[config.mk]
export PLATFORM = sky130hd
export DESIGN_NAME = dff_pipe_flat
export DESIGN_NICKNAME = d
export VERILOG_FILES = /design/src/rtl/dff_pipe_if.sv /design/src/rtl/dff_pipe.sv /design/src/flat_wrapper.sv
export SDC_FILE = /design/constraint.sdc
export NUM_CORES = 1
export LEC_CHECK = 0
export CORE_UTILIZATION = 55
export CTS_BUF_LIST = sky130_fd_sc_hd__clkbuf_8
export DETAILED_ROUTE_END_ITERATION = 8
export PLACE_DENSITY = 0.81
export SETUP_SLACK_MARGIN = 0.5
export SLEW_MARGIN = 5
export SYNTH_ARGS = -nofsm -noshare
export SYNTH_HDL_FRONTEND = slang
export SYNTH_SLANG_ARGS = --single-unit
[constraint.sdc]
create_clock -name clk -period 2 [get_ports clk]
set_input_delay 0.4 -clock clk [delete_from_list [all_inputs] [get_ports clk]]
set_output_delay 0.4 -clock clk [all_outputs]
set_load 0.02 [all_outputs]
[src/rtl/dff_pipe_if.sv]
// dff_pipe bundle: upstream word/qualifier in,
// last-stage word, valid and occupancy out.
interface dff_pipe_if #(
  parameter int WIDTH  = 8,
  parameter int STAGES = 4
);
  localparam int OW = $clog2(STAGES + 1);

  logic             en;
  logic             flush;
  logic             in_valid;
  logic [WIDTH-1:0] d;
  logic [WIDTH-1:0] q;
  logic             out_valid;
  logic [OW-1:0]    occupancy;

  modport master (
    output en, flush, in_valid, d,
    input  q, out_valid, occupancy
  );

  modport slave (
    input  en, flush, in_valid, d,
    output q, out_valid, occupancy
  );
endinterface

[src/rtl/dff_pipe.sv]
// Enabled, flushable register pipe with per-stage
// valid bits and a registered occupancy count.
module dff_pipe #(
  parameter int               WIDTH     = 8,
  parameter int               STAGES    = 4,
  parameter logic [WIDTH-1:0] RESET_VAL = '0
) (
  input logic       clk,
  input logic       reset,
  dff_pipe_if.slave bus
);
  localparam int OW = $clog2(STAGES + 1);

  logic [WIDTH-1:0] data [STAGES];
  logic [STAGES-1:0] vld;
  logic [OW-1:0]     occ;

  // Modular add/sub keeps the count exact even
  // when occ+1 would not fit in OW bits.
  always_ff @(posedge clk) begin
    if (reset) begin
      for (int i = 0; i < STAGES; i++)
        data[i] <= RESET_VAL;
      vld <= '0;
      occ <= '0;
    end else if (bus.flush) begin
      vld <= '0;
      occ <= '0;
    end else if (bus.en) begin
      data[0] <= bus.d;
      vld[0]  <= bus.in_valid;
      for (int i = 1; i < STAGES; i++) begin
        data[i] <= data[i-1];
        vld[i]  <= vld[i-1];
      end
      occ <= occ + OW'(bus.in_valid)
                 - OW'(vld[STAGES-1]);
    end
  end

  assign bus.q         = data[STAGES-1];
  assign bus.out_valid = vld[STAGES-1];
  assign bus.occupancy = occ;
endmodule

[src/flat_wrapper.sv]
// flat-port wrapper written by rule: the top's interface ports become plain ports
module dff_pipe_flat 
#(
  parameter int               WIDTH     = 8,
  parameter int               STAGES    = 4,
  parameter logic [WIDTH-1:0] RESET_VAL = '0
)
  (clk, reset, bus_en, bus_flush, bus_in_valid, bus_d, bus_q, bus_out_valid, bus_occupancy);
  dff_pipe_if #(.WIDTH(WIDTH), .STAGES(STAGES)) bus_i ();
  input logic clk;
  input logic reset;
  input wire logic [$bits(bus_i.en)-1:0] bus_en;
  input wire logic [$bits(bus_i.flush)-1:0] bus_flush;
  input wire logic [$bits(bus_i.in_valid)-1:0] bus_in_valid;
  input wire logic [$bits(bus_i.d)-1:0] bus_d;
  output wire logic [$bits(bus_i.q)-1:0] bus_q;
  output wire logic [$bits(bus_i.out_valid)-1:0] bus_out_valid;
  output wire logic [$bits(bus_i.occupancy)-1:0] bus_occupancy;
  assign bus_i.en = bus_en;
  assign bus_i.flush = bus_flush;
  assign bus_i.in_valid = bus_in_valid;
  assign bus_i.d = bus_d;
  assign bus_q = bus_i.q;
  assign bus_out_valid = bus_i.out_valid;
  assign bus_occupancy = bus_i.occupancy;
  dff_pipe #(.WIDTH(WIDTH), .STAGES(STAGES), .RESET_VAL(RESET_VAL)) u_core (.clk(clk), .reset(reset), .bus(bus_i));
endmodule
Word-level counts from Yosys, hierarchy flattened
Memory sizes are Yosys's and may differ from the RTL's.
Index checks and enable logic that the tools add are counted.
{"block": "op_classes", "n_addsub": 2, "n_reduce_logical": 1, "mux": 10, "bitwise": 4}
{"cell": "$mux 8", "count": 4}
{"cell": "$mux 1", "count": 6}
{"cell": "$or 1x1->1", "count": 4}
{"cell": "$add 3x1->3", "count": 1}
{"cell": "$sub 3x1->3", "count": 1}
{"cell": "$reduce_or 2->1", "count": 1}
{"block": "totals", "out_inout_bits": 12, "word_cells": 20, "input_bits": 13, "ram_bits": 32, "ff_bits": 7, "mem_count": 1}
{"name": "u_core.data", "words": 4, "word_bits": 8, "rd": 4, "rd_clocked_by_memory_dff": 0, "wr": 4, "line": "dff_pipe.sv:14", "rtl": "logic [WIDTH-1:0] data [STAGES];"}

Logic depth before layout (Yosys ltp)
{"block": "logic_depth", "depth_word": 5, "ltp_mapped": 9, "mapped_depth_nobuf": 9}

Worst setup path after synthesis
OpenSTA, ideal clock, no wires.
{"block": "synth_path", "kind": "reg2reg", "from": "reg u_core.occ[0], in the netlist u_core.bus.occupancy[0]", "to": "reg u_core.occ[2], in the netlist u_core.bus.occupancy[2]", "path_stages_with_launch": 10, "synth_period_minus_slack_ps": 1926, "t_arrival_ps": 1810, "required_time_ps": 1884, "path_buffers": 0, "path_slack_ps": 74, "setup_ps": 116, "cell_sequence": "dfxtp_1 > inv_1 > ha_1 > inv_1 > ha_1 > inv_1 > fa_1 > xor2_1 > a211oi_2 > a31o_1"}
{"block": "synth_via", "elab_chain_len": 2}
{"item": "start: declaration", "line": "dff_pipe.sv:16", "rtl": "logic [OW-1:0] occ;"}
{"item": "start signal: assignment", "line": "dff_pipe.sv:36", "rtl": "occ <= occ + OW'(bus.in_valid)"}
{"item": "$add 3x1->3", "line": "dff_pipe.sv:36"}
{"item": "$sub 3x1->3", "line": "dff_pipe.sv:37", "rtl": "- OW'(vld[STAGES-1]);"}
Every way passes these cells.
A chain may end at the register's enable or synchronous reset.

Worst setup path in the final report
Same ends and word-level chain as after synthesis.

==> flow_summary.ini <==
[cts]
htree_levels = 2
post_cts_buffers = 0
clk_latency_ns = 0.28
cts_hold_buf = 0
cts_buffers = 5
cts-root-buf = clkbuf_8
clock-sinks = 39
clkSlewWorstSetupHoldPaths_ns = 0.07
tritoncts = built
clockBufferDepth = 2

[global_routing]
antenna_found_initial = 0
grt_pass1_wl_mm = 3.29
overflow = 0
grt_pass1_vias = 768
grt_usage_pct = 14.3
grt_start_max_net_pins = 33

[sta]
rsz0062_at_grt = yes
timing.hold.ws_ns = 0.513
fmax_mhz = 584
worstMarginPinSlew_ns = 0.480
slew_headroom_pct = 67.9
fin_crit_sh_pct = 85.7
skew_ns = 0.00621
slew_violations = 0
finalCriticalPeriod_ns = 1.71
finalHoldViolations = 0
finalSetupViolations = 0

[job]
max_cap_violations = 0

[cells_and_area]
syn_to_final_growth_pct = 20.8
layout.cells.non_filler = 163
postLayoutCellArea_um2 = 1940
antenna_cells = 0
num-nets-final = 147
layout-drive-gt1-share_pct = 17.4

[critical_path]
cp.depth = 9
crit_top_cell = inv_2
critPathKind = register to register
cp_max_fo = 3
slowest_delay_ns = 0.35
cp-startpoint = u_core.bus.occupancy[0]
path_delay_family = adder cells
required_ns = 2.17
worst-path-buf-inv = 3
crit_path_end = u_core.bus.occupancy[2]
cp_slowest_cell = dfxtp_4
crit_path_start_kind = register
reg2reg_to = u_core.bus.occupancy[2]
end_kind = register
crit_chain = inv_2 -> ha_4 -> inv_2 -> ha_4 -> inv_2 -> fa_2 -> xor2_2 -> a211oi_2 -> a31o_1
reg2reg_slack_ns = 0.29
r2r-start = u_core.bus.occupancy[0]
r2r_cells = 9
cp.arrival_ns = 1.88

[placed_design]
dp.cells = 155
port_buffers = 24
place_area_um2 = 1860
dp_hpwl_mm = 1.31
gp_congestion = 0.636

[routing]
vias_per_cell = 4.81
wl_met2_um = 991
top_layer_used = met4
drt_first_pass_iters = 3
final_antenna_net_count = 0
avgRoutedWirePerCell_um = 11.6
wl_met3_um = 104
drt-total-wl_mm = 1.89
wl_met1_um = 759
drt_iter0_drc = 11
num_vias = 784
drc = 0

[floorplan]
core_area_um2 = 2760
pin_count = 25
die_w_um = 56.0
start_util_pct = 58.2
die_h_um = 56.0
die-area_um2 = 3140
std_cell_rows = 19

[synth]
yosys.cell_types.count = 19
yosys_warnings = 0
synth-seq-cells = 39
avgSynthCellArea_um2 = 14.5
synth_cells = 111
synth_seq_area_share_pct = 68.6
syn_area_um2 = 1610
syn-num-nets = 127

[hold_path]
hold_class = register to register

[power_and_ir_drop]
vdd_drop_max_uv = 790
leakage_nw = 0.775
p_per_area_nw_per_um2 = 810
power.total_mw = 1.57

[run_status]
outcome = complete, no violations
[placed cells by master (no fill, tap or decap)]
cell type / count
ha_4: 2
clkbuf_8: 6
inv_2: 3
edfxtp_1: 32
dlygate4sd2_1: 13
nor2_4: 1
mux2i_1: 5
dfxtp_1: 5
a211oi_2: 2
inv_1: 1
buf_4: 1
clkdlybuf4s50_1: 11
and2_1: 32
clkinv_1: 1
nor2_1: 7
nand2b_2: 2
dfxtp_4: 1
xor2_2: 1
a31o_1: 1
or2_1: 1
clkinvlp_4: 1
buf_12: 1
dfxtp_2: 1
fa_2: 1
[area by class of cell]
cell class | instances | area, um^2
clock buffer | 6 | 82.6
tap | 31 | 38.8
fill | 194 | 818
timing repair buffer | 26 | 251
sequential | 39 | 1110
inverter | 4 | 15.0
clock inverter | 2 | 11.3
multi-input combinational | 55 | 434
[cell families (layout without fill, tap and decap cells)]
kind of cell	Yosys count	after routing	share of synthesized area, %
AO/OA/AOI/OAI	3	3	1.79
XOR/XNOR	1	1	0.546
adder cells (fa/ha/maj)	3	3	2.81
buffers and inverters	17	38	7.01
flip-flops	39	39	68.6
multiplexers	5	5	3.12
AND/OR/NAND/NOR	43	43	16.1
[where the power goes]
| group | switching (mW) | total [mW] | internal [mW] |
|---|---|---|---|
| logic | 0.0606 | 0.116 | 0.0558 |
| clock network | 0.247 | 0.521 | 0.275 |
| registers | 0.0102 | 0.934 | 0.923 |
| total | 0.317 | 1.57 | 1.25 |
[registers in the layout, indices dropped and copies added (netlist names)]
register,cells
u_core.vld,4
u_core.data,32
u_core.bus.occupancy,3
[metrics by stage]
| step | setup TNS, ns | util (%) | setup slack [ns] |
|---|---|---|---|
| 2_1_floorplan | 0 | - | 0.296 |
| 3_3_place_gp | 0 | 67.5 | 0.0277 |
| 3_5_place_dp | -0.0598 | 67.5 | -0.0598 |
| 4_1_cts | 0 | 70.3 | 0.276 |
| 5_1_grt | 0 | 70.3 | 0.231 |
| 6_report | 0 | 70.3 | 0.287 |
[worst min-delay path by stage]
stage	start	to	slack (ns)	cells after the start
3_3_place_gp	u_core.vld[2]	u_core.vld[3]	0.47	2
3_5_place_dp	u_core.vld[0]	u_core.vld[0]	0.50	2
5_1_grt	u_core.data[0][8]	u_core.data[0][16]	0.52	1
4_1_cts	u_core.vld[1]	u_core.vld[1]	0.52	2
6_report	u_core.vld[1]	u_core.vld[1]	0.51	2
2_1_floorplan	u_core.vld[0]	u_core.vld[0]	0.46	2
[synthesized netlist by cell type]
cell	instances	area share [%]
mux2i_1	5	3.1
or2_1	1	0.39
a31o_1	1	0.55
nor2_4	1	0.70
a211oi_2	1	0.78
clkbuf_2	3	0.94
nor2_1	7	1.6
buf_4	8	3.7
edfxtp_1	32	60
dfxtp_1	7	8.7
buf_6	2	1.4
inv_1	4	0.94
and2_1	32	12
ha_1	2	1.6
xor2_1	1	0.55
fa_1	1	1.2
nand2b_2	1	0.55
nand2b_1	1	0.39
a211oi_1	1	0.47
[routing by layer]
layer / vias up / track usage [%]
met5: - / 0
met4: 0 / 7.32
met3: 5 / 5.81
met2: 26 / 23.3
met1: 353 / 16.3
li1: 400 / -
[worst reg2reg max path, delay by kind of cell (launching register included)]
kind | cells | cell delay, ns
buffers and inverters | 3 | 0.15
adder cells (fa/ha/maj) | 3 | 0.66
flip-flops | 1 | 0.35
XOR/XNOR | 1 | 0.18
AO/OA/AOI/OAI | 2 | 0.29
[timing repair]
action	in CTS	in global routing
pin swaps	3	1
gates resized for setup	13	0
endpoints found under the setup margin	14	35
cloned	0	0
Note: power is estimated with default switching activity, not from simulation.
